File: config.mk
export PLATFORM = sky130hd
export DESIGN_NAME = pipe_skid_reg
export DESIGN_NICKNAME = d
export VERILOG_FILES = /design/src/rtl/pipe_skid_reg_pkg.sv /design/src/rtl/pipe_skid_reg.sv
export SDC_FILE = /design/constraint.sdc
export NUM_CORES = 1
export LEC_CHECK = 0
export ABC_CLOCK_PERIOD_IN_PS = 2180
export BUFFER_PORTS_ARGS = -buffer_cell sky130_fd_sc_hd__buf_2
export CAP_MARGIN = 5
export CORE_ASPECT_RATIO = 1.25
export CORE_MARGIN = 2
export CORE_UTILIZATION = 55
export CTS_CLUSTER_DIAMETER = 120
export DETAILED_ROUTE_END_ITERATION = 8
export PLACE_DENSITY = 0.78
export RECOVER_POWER = 25
export SETUP_SLACK_MARGIN = 0.3
export SLEW_MARGIN = 20
export SYNTH_ARGS = -nofsm -noshare
export SYNTH_HDL_FRONTEND = slang
export SYNTH_SLANG_ARGS = --single-unit
File: constraint.sdc
create_clock -name clk_i -period 2.18 [get_ports clk_i]
set_clock_uncertainty 0.15 [all_clocks]
set_input_delay 0.654 -clock clk_i [delete_from_list [all_inputs] [get_ports clk_i]]
set_output_delay 0.654 -clock clk_i [all_outputs]
set_load 0.005 [all_outputs]
File: src/rtl/pipe_skid_reg_pkg.sv
// Shared IF/ID definitions: instruction bus geometry and the NOP encoding used for bubbles.
package pipe_skid_reg_pkg;

   localparam int unsigned PC_W           = 32;
   localparam int unsigned IF2ID_BUS_SIZE = 64;
   localparam logic [31:0] NOP_INSN       = 32'h0340_0000;

endpackage : pipe_skid_reg_pkg

File: src/rtl/pipe_skid_reg.sv
// Two-entry skid pipeline register between IF and ID, with flush-driven bubble
// injection and a hold input that freezes all state.
module pipe_skid_reg
   import pipe_skid_reg_pkg::*;
#(
   parameter int unsigned   DW       = IF2ID_BUS_SIZE,
   parameter int unsigned   TW       = PC_W,
   parameter logic [DW-1:0] BUB_DATA = DW'(NOP_INSN),
   parameter bit            BUB_EN   = 1'b1
) (
   input  logic          clk_i,
   input  logic          rst_i,
   input  logic          in_valid_i,
   output logic          in_ready_o,
   input  logic [DW-1:0] in_data_i,
   output logic          out_valid_o,
   input  logic          out_ready_i,
   output logic [DW-1:0] out_data_o,
   input  logic          flush_i,
   input  logic          hold_i,
   output logic [1:0]    occ_o
);

   // Bubble keeps the tag bits of the last accepted beat over the NOP payload.
   localparam logic [DW-1:0] LOW_MASK = ~({DW{1'b1}} << (DW - TW));

   logic          main_v_q, main_v_d;
   logic          skid_v_q, skid_v_d;
   logic [DW-1:0] main_d_q, main_d_d;
   logic [DW-1:0] skid_d_q, skid_d_d;
   logic [TW-1:0] last_tag_q, last_tag_d;

   logic          acc_c;
   logic          dlv_c;
   logic [DW-1:0] bubble_c;

   assign in_ready_o  = ~skid_v_q & ~hold_i;
   assign out_valid_o = main_v_q & ~hold_i;
   assign out_data_o  = main_d_q;
   assign occ_o       = {1'b0, main_v_q} + {1'b0, skid_v_q};

   assign acc_c    = in_valid_i & in_ready_o;
   assign dlv_c    = out_valid_o & out_ready_i;
   assign bubble_c = (BUB_DATA & LOW_MASK) | (DW'(last_tag_q) << (DW - TW));

   // Next-state: flush wins; hold needs no branch since it already blocks acc and dlv.
   always_comb begin
      main_v_d   = main_v_q;
      skid_v_d   = skid_v_q;
      main_d_d   = main_d_q;
      skid_d_d   = skid_d_q;
      last_tag_d = last_tag_q;

      if (flush_i) begin
         skid_v_d = 1'b0;
         main_v_d = BUB_EN;
         if (BUB_EN) begin
            main_d_d = bubble_c;
         end
      end else begin
         if (acc_c) begin
            last_tag_d = in_data_i[DW-1 -: TW];
         end

         if (!main_v_q) begin
            if (acc_c) begin
               main_v_d = 1'b1;
               main_d_d = in_data_i;
            end
         end else if (skid_v_q) begin
            if (dlv_c) begin
               main_d_d = skid_d_q;
               skid_v_d = 1'b0;
            end
         end else if (dlv_c) begin
            main_v_d = acc_c;
            if (acc_c) begin
               main_d_d = in_data_i;
            end
         end else if (acc_c) begin
            skid_v_d = 1'b1;
            skid_d_d = in_data_i;
         end
      end
   end

   always_ff @(posedge clk_i) begin
      if (!rst_i) begin
         main_v_q   <= 1'b0;
         skid_v_q   <= 1'b0;
         main_d_q   <= '0;
         skid_d_q   <= '0;
         last_tag_q <= '0;
      end else begin
         main_v_q   <= main_v_d;
         skid_v_q   <= skid_v_d;
         main_d_q   <= main_d_d;
         skid_d_q   <= skid_d_d;
         last_tag_q <= last_tag_d;
      end
   end

endmodule : pipe_skid_reg
Word level (Yosys, flattened, before mapping)

Index checks and enable logic that the tools add are counted.
W data, S select, Z words.

Register bits: 162
Bits of input ports: 70
Output and inout port bits: 68
Logic and storage cells: 35

$add $sub $neg: 1
Equal/unequal tests: 2
Multiplexer cells: 14
Bitwise logic cells: 9
Reduce and logical (&&, ||, !) cells: 3

Operator list:

| operator             | number |
|---|---|
| $mux W64             | 6 |
| $mux W1              | 8 |
| $not A1 Y1           | 5 |
| $reduce_and A5 Y1    | 1 |
| $and A1 B1 Y1        | 4 |
| $ne A3 B2 Y1 const B | 1 |
| $add A1 B1 Y2        | 1 |
| $ne A2 B1 Y1 const B | 1 |
| $reduce_and A2 Y1    | 1 |
| $reduce_or A2 Y1     | 1 |

Logic depth before layout (Yosys ltp)

Gate-level depths: netlist of the first run.

Depth after elaboration: 8
Depth in mapped cells: 7
Depth with buffers taken out: 3

Worst setup path before layout of the first run

No wires, ideal clock.

Path type: input to register
From: input flush_i
To: register last_tag_q[21]
Arrival time: 1797 ps
Data required time: 1898 ps
Path slack: 100 ps
Stages: 7
Path buffers: 4
Path through: buf_6 or4b_1 buf_4 buf_6 buf_6 nand2_1 a21oi_1

Longest elaborated chain between the ends: 2

RTL lines:

| element                     | line                | RTL |
|---|---|---|
| start, declared             | pipe_skid_reg.sv:19 | `input logic flush_i,` |
| $not A1 Y1 (no line)        | n/a                 |  |
| $reduce_and A2 Y1 (no line) | n/a                 |  |
| end signal, assigned        | pipe_skid_reg.sv:99 | `last_tag_q <= last_tag_d;` |
| end, declared               | pipe_skid_reg.sv:31 | `logic [TW-1:0] last_tag_q, last_tag_d;` |

Every way passes these cells.
A chain may end at the register's enable or synchronous reset.

Worst setup path in the final report of the first run

From: input hold_i
To: output in_ready_o

Longest elaborated chain between the ends: 2

RTL lines:

| element         | line                | RTL |
|---|---|---|
| start, declared | pipe_skid_reg.sv:20 | `input logic hold_i,` |
| $not A1 Y1      | pipe_skid_reg.sv:37 | `assign in_ready_o = ~skid_v_q & ~hold_i;` |
| $and A1 B1 Y1   | pipe_skid_reg.sv:37 |  |
| end, declared   | pipe_skid_reg.sv:14 | `output logic in_ready_o,` |

Every way passes these cells.

==> flow_summary.ini, run 1 <==
[yosys]
synth_area_per_cell_um2 = 8.58
largest_area_contributor_in_the_netlist = sky130_fd_sc_hd__dfxtp_1
synth-xor-area-share_pct = 0
synth_ff_type = sky130_fd_sc_hd__dfxtp_1
syn_nets = 1046
synth_enable_flop_cells = 0
post_synthesis_share_of_cell_area_spent_on_full_adders_half_adders_and_majority_gates_pct = 0.150
synthesis.instances = 975
synth_compound_gate_area_share_pct = 32.3
synth.area.mux_share_pct = 3.95
synthSimpleGateAreaFrac_pct = 17.7
synth-warning-count = 0
share_of_flip_flops_with_an_asynchronous_set_or_reset_after_synthesis_pct = 0
synth_seq_cells = 162
synth_top_cell_area_share_pct = 38.8
synthTopCellsByArea = sky130_fd_sc_hd__dfxtp_1 39%, sky130_fd_sc_hd__a21oi_1 7.7%, sky130_fd_sc_hd__nand3_1 5.6%
synth_top_family_by_area = compound AO/OA/AOI/OAI gates
area_of_the_mapped_netlist_um2 = 8370
netlist-cell-type-count = 38
yosysSeqAreaShare_pct = 38.8

[finish]
syn2layout_area_growth_pct = 26.3
most-common-layout-cells = 160 x sky130_fd_sc_hd__dfxtp_1, 118 x sky130_fd_sc_hd__a21oi_1, 117 x sky130_fd_sc_hd__buf_2
nNetsFinal = 1145
mostFrequentLayoutCell = sky130_fd_sc_hd__dfxtp_1
finish.cell_count_without_fillers = 1269
antenna_cells = 0
layout-drive-gt1-share_pct = 28.2
final.fill_count = 1117

[die]
floorplan.rows = 50
i_o_pins = 138
starting_density_of_the_core_pct = 56.0
floorplan.die_area_um2 = 16200
placeableCoreArea_um2 = 15000
floorplan.die.height_um = 142
die_w_um = 114

[detailed_routing]
first_pass_iters = 5
route.antenna.remaining_nets = 0
wl_per_cell_um = 20.1
via_per_inst = 6.53
detailedRoute.firstIterationViolations = 731
num_vias = 8283
totalWireLength_um = 25500
drc_errors = 0

[critical_path]
critical_path.max_stage_delay_ns = 0.12
critical_path.startpoint_type = primary input
data_required_time_of_the_critical_path_ns = 1.38
timing.critical_path.max_delay_family = buffers and inverters
path_common_cell = sky130_fd_sc_hd__buf_6
crit_type = in -> out
crit_path_cell_trace = buf_8 -> buf_6 -> buf_12 -> nor2_4 -> buf_6
setup.worst_path.end_class = output pin
timing.critical_path.fanout_max = 4
worst_ep_arrival_time_ns = 1.20
rrSetupSlack_ns = 0.24
path_buf_inv = 4
worst_path_max_delay_cell = sky130_fd_sc_hd__buf_12

[placed_design]
placement.setup.worst_slack_ns = -0.00519
numPlacedInstances = 1213
buffer_ports.inserted = 137
gp_routability_congestion = 0.820
dpl.hpwl_um = 14000

[clocking]
htree_levels = 4
tritoncts_clock_tree = yes
holdBufCountCts = 0
worstSkewPairLatency_ns = 0.43
clock_path_buffers = 2
worst_setup_hold_path_clk_slew_ns = 0.06
cts_buffers = 17
clockRootBuffer = sky130_fd_sc_hd__clkbuf_16
clock_sink_count = 162

[global_routing]
grt_pass1_vias = 7625
grt_pass1_wl_um = 38400
grt_start_max_net_pins = 83
grt_util_all_layers_pct = 29.4
globalRoute.totalOverflow = 0
antenna_found_initial = 1

[sta]
maxSlewHeadroom_pct = 51.9
final_number_of_hold_violating_endpoints = 0
setup-tns-final_ns = 0
slew_viol_final = 0
finalCriticalPeriod_ns = 2.01
final.period_utilization_pct = 92.1
timing_worst_slew_pin_value_ns = 0.722
setup_viol_count_final = 0
clock.fmax_ghz = 0.498
rsz0062_at_grt = yes
postLayoutSetupSlackWorst_ns = 0.173

[power]
clock_power_share_pct = 43.0
power_mw = 7.18
internal_power_mw = 5.33
seq_power_share_pct = 43.0
power_switching_mw = 1.85
ir_worst_vdd_v = 0.000533
combinationalPowerShare_pct = 14.0
swShare_pct = 25.8
power_density_nw_per_um2 = 679
power.leakage_nw = 4.00

[worst_hold_path]
min-delay-path-class = reg -> reg

[job]
drv.max_cap_violation_count = 0

[status]
status = finished, final reports clean
## layout make-up
| class | count | area [um2] | area share (%) |
|---|---|---|---|
| inverters | 1 | 5.00 | 0.0474 |
| clock buffers | 24 | 513 | 4.85 |
| well taps | 182 | 228 | 2.16 |
| repair buffers | 203 | 1630 | 15.5 |
| clock inverters | 8 | 97.6 | 0.924 |
| flip-flops and latches | 162 | 3250 | 30.8 |
| multi-input cells | 689 | 4840 | 45.8 |
## worst reg2reg max path: stages, from the launching register on
cell	delay (ns)
sky130_fd_sc_hd__dfxtp_4	0.39
sky130_fd_sc_hd__buf_12	0.15
sky130_fd_sc_hd__or4b_4	0.69
sky130_fd_sc_hd__buf_12	0.21
sky130_fd_sc_hd__o21ai_1	0.14
sky130_fd_sc_hd__a21oi_1	0.08
## final timing paths
check | from | endpoint | cells after the start
worst min register to register | last_tag_q[13] | last_tag_q[13] | 2
worst min-delay path | last_tag_q[13] | last_tag_q[13] | 2
worst max register to register | skid_v_q | skid_d_q[4] | 5
worst max-delay path | hold_i | in_ready_o | 5
## layer usage
layer	part of all wire, %	track usage, %
met2	49	49.2
met5	0.051	0
met1	41	36.3
met3	7.2	7.30
met4	2.0	11.3
## power by group through the flow
stage,Clock [mW],Combinational (mW),Sequential (mW)
2_1_floorplan,0,0.557,3.14
3_3_place_gp,0,0.860,3.16
3_5_place_dp,0,0.872,3.16
4_1_cts,3.09,0.937,3.08
5_1_grt,3.23,1.07,3.10
6_report,3.09,1.00,3.09
## kinds of logic after synthesis
logic type                 after synthesis
AOI/OAI and AO/OA                      384
buffers and inverters                  126
and+or+nand+nor                        269
DFF                                    162
muxes                                   33
adders and majority gates                1
## flip-flops by register name, summed over array words and instances, names as in the netlist
register,count
last_tag_q,32
main_v_q,1
out_data_o,64
skid_d_q,64
skid_v_q,1
## through the flow
step	util, %	cell area, um2	hold slack (ns)
after floorplan	-	8410	0.286
after global placement	62.3	9310	0.291
after detailed placement	62.3	9310	0.297
after CTS	68.1	10200	0.305
after global routing	70.7	10600	0.322
final	70.7	10600	0.308
## repair_timing
item,in CTS,in global routing
endpoints found under the hold margin,0,0
pin swaps,3,10
buffers inserted,11,2
setup endpoints to repair,6,73
gates resized for setup,13,68
cloned,4,7
## synthesized netlist by cell type (9+ instances only)
library cell               count
sky130_fd_sc_hd__a2111o_1     28
sky130_fd_sc_hd__a211o_1      10
sky130_fd_sc_hd__a211oi_1     23
sky130_fd_sc_hd__a21bo_2      29
sky130_fd_sc_hd__a21oi_1     128
sky130_fd_sc_hd__a32o_1       20
sky130_fd_sc_hd__a32oi_1      22
sky130_fd_sc_hd__and2_1       21
sky130_fd_sc_hd__and3b_1      32
sky130_fd_sc_hd__buf_2        33
sky130_fd_sc_hd__buf_6         9
sky130_fd_sc_hd__clkbuf_1     70
sky130_fd_sc_hd__dfxtp_1     162
sky130_fd_sc_hd__mux2i_1      33
sky130_fd_sc_hd__nand2_1      74
sky130_fd_sc_hd__nand3_1      93
sky130_fd_sc_hd__nor2b_1      34
sky130_fd_sc_hd__o21ai_0      53
sky130_fd_sc_hd__o21ai_1      11
sky130_fd_sc_hd__o31ai_1      29
sky130_fd_sc_hd__o32ai_1      22
Power figures use the tool's default switching activity.
==> run 2: changes to the inputs <==
--- a/config.mk
+++ b/config.mk
@@ -10,10 +10,9 @@
 export CAP_MARGIN = 5
 export CORE_ASPECT_RATIO = 1.25
 export CORE_MARGIN = 2
-export CORE_UTILIZATION = 55
+export CORE_UTILIZATION = 30
 export CTS_CLUSTER_DIAMETER = 120
 export DETAILED_ROUTE_END_ITERATION = 8
-export PLACE_DENSITY = 0.78
 export RECOVER_POWER = 25
 export SETUP_SLACK_MARGIN = 0.3
 export SLEW_MARGIN = 20
==> run 2 against run 1 <==
Effect of this change:
- cell area rose by 3.3%
- clock power fell by 5%
- fmax rose by 1.7%
- cell count rose by 14%
- first-iteration DRC count fell by 26%
- sequential share of layout area fell by 0.98 points
- highest routed layer unchanged
==> flow_summary.ini, run 2 (synthesis results as in run 1) <==
[sta]
timing_worst_slew_pin_value_ns = 0.624
slew_viol_final = 0
setup_viol_count_final = 0
final.period_utilization_pct = 90.6
final_number_of_hold_violating_endpoints = 0
rsz0062_at_grt = yes
clock.fmax_ghz = 0.507
maxSlewHeadroom_pct = 58.4
finalCriticalPeriod_ns = 1.97
setup-tns-final_ns = 0

[global_routing]
grt_util_met2_pct = 28.8
grtUsageMet1_pct = 22.9
grt_util_all_layers_pct = 17.8
grt.met3_usage_pct = 4.61
grt_pass1_wl_um = 41900
gr-max-usage-layer = met2
grt_start_max_net_pins = 71
antenna_found_initial = 1
grt_pass1_vias = 7491
globalRoute.totalOverflow = 0

[worst_hold_path]
min_from = last_tag_q[15]
holdPathEnd = last_tag_q[15]
worst_hold_path.num_cells = 2
min-delay-path-class = reg -> reg

[clocking]
worstSkewPairLatency_ns = 0.44
clockRootBuffer = sky130_fd_sc_hd__clkbuf_16
clock_sink_count = 162
clock_path_buffers = 2
worst_setup_hold_path_clk_slew_ns = 0.07
tritoncts_clock_tree = yes
htree_levels = 4
cts_buffers = 17

[critical_path]
worst_ep_arrival_time_ns = 2.12
data_required_time_of_the_critical_path_ns = 2.33
reg2reg_to = out_data_o[50]
crit_path_cell_trace = buf_4 -> buf_12 -> a21o_1 -> clkbuf_1 -> o32ai_1
path_buf_inv = 3
setup.worst_path.end_class = flip-flop
number_of_cells_on_the_worst_reg_to_reg_path = 5
timing.critical_path.fanout_max = 43
rrSetupSlack_ns = 0.21
critical_path.max_stage_delay_ns = 0.43
crit_type = reg -> reg
critical_path.startpoint_type = flip-flop
timing.critical_path.max_delay_family = buffers and inverters
cp-startpoint = main_v_q
worst_path_max_delay_cell = sky130_fd_sc_hd__clkbuf_1
reg_to_reg_startpoint = main_v_q

[finish]
nNetsFinal = 1157
syn2layout_area_growth_pct = 30.5
layout-drive-gt1-share_pct = 30.1
mostFrequentLayoutCell = sky130_fd_sc_hd__dfxtp_1
most-common-layout-cells = 159 x sky130_fd_sc_hd__dfxtp_1, 117 x sky130_fd_sc_hd__a21oi_1, 111 x sky130_fd_sc_hd__buf_2
layout.cell_area.non_filler_um2 = 10900
final.fill_count = 2780

[die]
floorplan.rows = 68
floorplan.die.height_um = 191
die_w_um = 153
i_o_pins = 138
floorplan.die_area_um2 = 29300
placeableCoreArea_um2 = 27600
starting_density_of_the_core_pct = 30.4

[detailed_routing]
route.antenna.remaining_nets = 0
num_vias = 8235
first_pass_iters = 5
wl_per_cell_um = 19.8
totalWireLength_um = 28700
via_per_inst = 5.68
detailedRoute.firstIterationViolations = 538
drc_errors = 0

[placed_design]
buffer_ports.inserted = 137
gp_routability_congestion = 0.717
post_detailed_placement_cell_area_um2 = 9620
dpl.hpwl_um = 16400

[power]
ir_worst_vdd_v = 0.000533
power.leakage_nw = 4.06
power_density_nw_per_um2 = 651

[status]
status = finished, final reports clean

[job]
drv.max_cap_violation_count = 0
==> run 2: timing repair <==
| item | in CTS | in global routing |
|---|---|---|
| gates resized for setup | 9 | 88 |
| gates cloned | 0 | 13 |
| setup buffers | 10 | 4 |
| endpoints found under the setup margin | 6 | 84 |
| hold buffers | 0 | 0 |
| pin swaps | 1 | 19 |
==> run 2: layout make-up <==
class / instances / area, um2 / area share (%)
antenna: 1 / 2.50 / 0.0229
multi-input combinational: 687 / 4850 / 44.5
clock buffer: 20 / 478 / 4.38
tap: 350 / 438 / 4.01
timing repair buffer: 217 / 1790 / 16.4
clock inverter: 12 / 95.1 / 0.871
sequential: 162 / 3250 / 29.8
inverter: 1 / 6.26 / 0.0573
==> run 2: tightest hold or removal path, cell delays in order (launching register included) <==
cell	delay, ns
sky130_fd_sc_hd__dfxtp_1	0.31
sky130_fd_sc_hd__nand2_1	0.05
sky130_fd_sc_hd__a21oi_1	0.05
==> run 2: worst max path at each step <==
stage	end	cells after the start	slack [ns]
floorplan	out_data_o[25]	6	0.15
global placement	skid_d_q[50]	6	0.01
detailed placement	skid_d_q[50]	6	0.01
CTS	occ_o[0]	2	0.20
global route	out_data_o[50]	5	0.09
finish	out_data_o[50]	5	0.21
==> run 2: metrics by stage <==
step	worst slack (ns)	power (mW)	hold slack, ns	cells	utilization (%)
6_report	0.206	7.11	0.305	1450	39.6
5_1_grt	0.0862	7.38	0.309	1449	39.6
4_1_cts	0.198	7.06	0.304	1432	37.4
3_5_place_dp	0.0117	4.09	0.296	1390	34.9
3_3_place_gp	0.0130	4.08	0.291	1390	34.9
2_1_floorplan	0.146	3.70	0.286	975	-
==> run 2: routing by layer <==
| metal | share of wire [%] | wire (um) |
|---|---|---|
| met1 | 44 | 12600 |
| met2 | 48 | 13700 |
| met3 | 6.0 | 1710 |
| met4 | 2.4 | 702 |
| met5 | 0.045 | 13 |
==> run 2: power breakdown <==
group / switching [mW] / internal, mW
sequential: 0.0582 / 3.03
clock: 1.35 / 1.60
combinational: 0.618 / 0.447
total: 2.03 / 5.08
==> run 3: changes to the inputs <==
--- a/config.mk
+++ b/config.mk
@@ -10,7 +10,7 @@
 export CAP_MARGIN = 5
 export CORE_ASPECT_RATIO = 1.25
 export CORE_MARGIN = 2
-export CORE_UTILIZATION = 30
+export CORE_UTILIZATION = 35
 export CTS_CLUSTER_DIAMETER = 120
 export DETAILED_ROUTE_END_ITERATION = 8
 export RECOVER_POWER = 25
==> run 3 against run 2 <==
Effect of this change:
- global-route usage is 2.9 points higher
- hold slack worse by 0.00055 ns
- register-to-register slack hardly changed
- non-clock buffer count is 11 lower
- cell count is 4.8% lower
- first-iteration DRC count is 20% lower
- critical path depth stayed put
- highest routed layer unchanged
==> flow_summary.ini, run 3 (synthesis results as in run 1) <==
[worst_hold_path]
holdPathEnd = last_tag_q[8]
min-delay-path-class = reg -> reg
worst_hold_path.num_cells = 2
min_from = last_tag_q[8]

[placed_design]
buffer_ports.inserted = 137
gp_routability_congestion = 0.734
numPlacedInstances = 1329
dpl.hpwl_um = 15800
placement.setup.worst_slack_ns = -0.0638

[die]
placeableCoreArea_um2 = 23600
starting_density_of_the_core_pct = 35.5
floorplan.rows = 63
die_w_um = 142
floorplan.die.height_um = 177
i_o_pins = 138
floorplan.die_area_um2 = 25200

[power]
power_density_nw_per_um2 = 680
power.leakage_nw = 3.89
ir_worst_vdd_v = 0.000563

[detailed_routing]
via_per_inst = 5.79
first_pass_iters = 4
detailedRoute.firstIterationViolations = 429
totalWireLength_um = 26600
wl_per_cell_um = 19.3
drc_errors = 0
route.antenna.remaining_nets = 0
num_vias = 7999

[clocking]
clock_sink_count = 162
clock_path_buffers = 2
clockRootBuffer = sky130_fd_sc_hd__clkbuf_16
cts_buffers = 17
holdBufCountCts = 0
worst_setup_hold_path_clk_slew_ns = 0.07
htree_levels = 4
tritoncts_clock_tree = yes
worstSkewPairLatency_ns = 0.43

[global_routing]
grt_util_all_layers_pct = 20.7
grt_pass1_vias = 7482
grt_pass1_wl_um = 41700
globalRoute.totalOverflow = 0
antenna_found_initial = 3
grt_start_max_net_pins = 53

[finish]
mostFrequentLayoutCell = sky130_fd_sc_hd__dfxtp_1
syn2layout_area_growth_pct = 23.8
layout-drive-gt1-share_pct = 24.0
finish.cell_count_without_fillers = 1381
antenna_cells = 0
nNetsFinal = 1147
most-common-layout-cells = 160 x sky130_fd_sc_hd__dfxtp_1, 127 x sky130_fd_sc_hd__a21oi_1, 111 x sky130_fd_sc_hd__buf_2

[critical_path]
reg2reg_to = out_data_o[51]
worst_ep_arrival_time_ns = 2.12
number_of_cells_on_the_worst_reg_to_reg_path = 5
reg_to_reg_startpoint = main_v_q
setup.worst_path.end_class = flip-flop
data_required_time_of_the_critical_path_ns = 2.32
rrSetupSlack_ns = 0.20
crit_type = reg -> reg
critical_path.startpoint_type = flip-flop
timing.critical_path.fanout_max = 52

[status]
status = finished, final reports clean

[job]
drv.max_cap_violation_count = 0

[sta]
clock.fmax_ghz = 0.505
setup-tns-final_ns = 0
timing_worst_slew_pin_value_ns = 0.725
finalCriticalPeriod_ns = 1.98
maxSlewHeadroom_pct = 51.7
final.period_utilization_pct = 90.8
postLayoutSetupSlackWorst_ns = 0.200
rsz0062_at_grt = yes
final_number_of_hold_violating_endpoints = 0
slew_viol_final = 0
setup_viol_count_final = 0
==> run 3: worst max-delay path by stage <==
stage	startpoint	end	slack, ns
global placement	hold_i	skid_d_q[59]	-0.02
global route	main_v_q	out_data_o[44]	0.11
floorplan	flush_i	out_data_o[25]	0.15
CTS	skid_v_q	occ_o[0]	0.20
finish	main_v_q	out_data_o[51]	0.20
detailed placement	in_valid_i	skid_d_q[13]	-0.06
==> run 3: layout make-up <==
class / count / area, um2
timing repair buffer: 206 / 1560
inverter: 1 / 6.26
fill: 2321 / 13200
clock inverter: 15 / 145
tap: 292 / 365
clock buffer: 17 / 425
multi-input combinational: 688 / 4600
sequential: 162 / 3250
==> run 3: layer usage <==
metal  up-vias  global-route usage (%)  wire (um)
met3        32                    4.63       1260
met5         -                       0         32
met1      3887                    28.0      12300
li1       3866                       -          -
met4         6                    5.53        389
met2       208                    33.5      12700
==> run 3: worst max-delay path, stage by stage (launching register included) <==
cell and delay (ns):
sky130_fd_sc_hd__dfxtp_4 0.38, sky130_fd_sc_hd__buf_4 0.18, sky130_fd_sc_hd__buf_12 0.29, sky130_fd_sc_hd__a21o_1 0.15, sky130_fd_sc_hd__buf_2 0.49, sky130_fd_sc_hd__o32ai_1 0.19
==> run 3: where the power goes <==
group / internal (mW) / switching, mW
clock: 1.60 / 1.38
combinational: 0.407 / 0.568
sequential: 3.03 / 0.0529
==> run 3: repair_timing <==
action                                  in CTS  in global routing
buffers inserted                            12                  4
cloned                                       2                  2
endpoints found under the setup margin       4                 99
pin swaps                                    3                  4
gates resized for setup                     10                 23
==> run 3: per-stage QoR <==
stage | hold slack [ns] | area, um2 | utilization, % | power, mW
2_1_floorplan | 0.286 | 8410 | - | 3.70
3_3_place_gp | 0.293 | 9480 | 40.2 | 4.07
3_5_place_dp | 0.297 | 9480 | 40.2 | 4.08
4_1_cts | 0.307 | 10300 | 43.5 | 7.09
5_1_grt | 0.312 | 10400 | 43.9 | 7.31
6_report | 0.305 | 10400 | 43.9 | 7.04
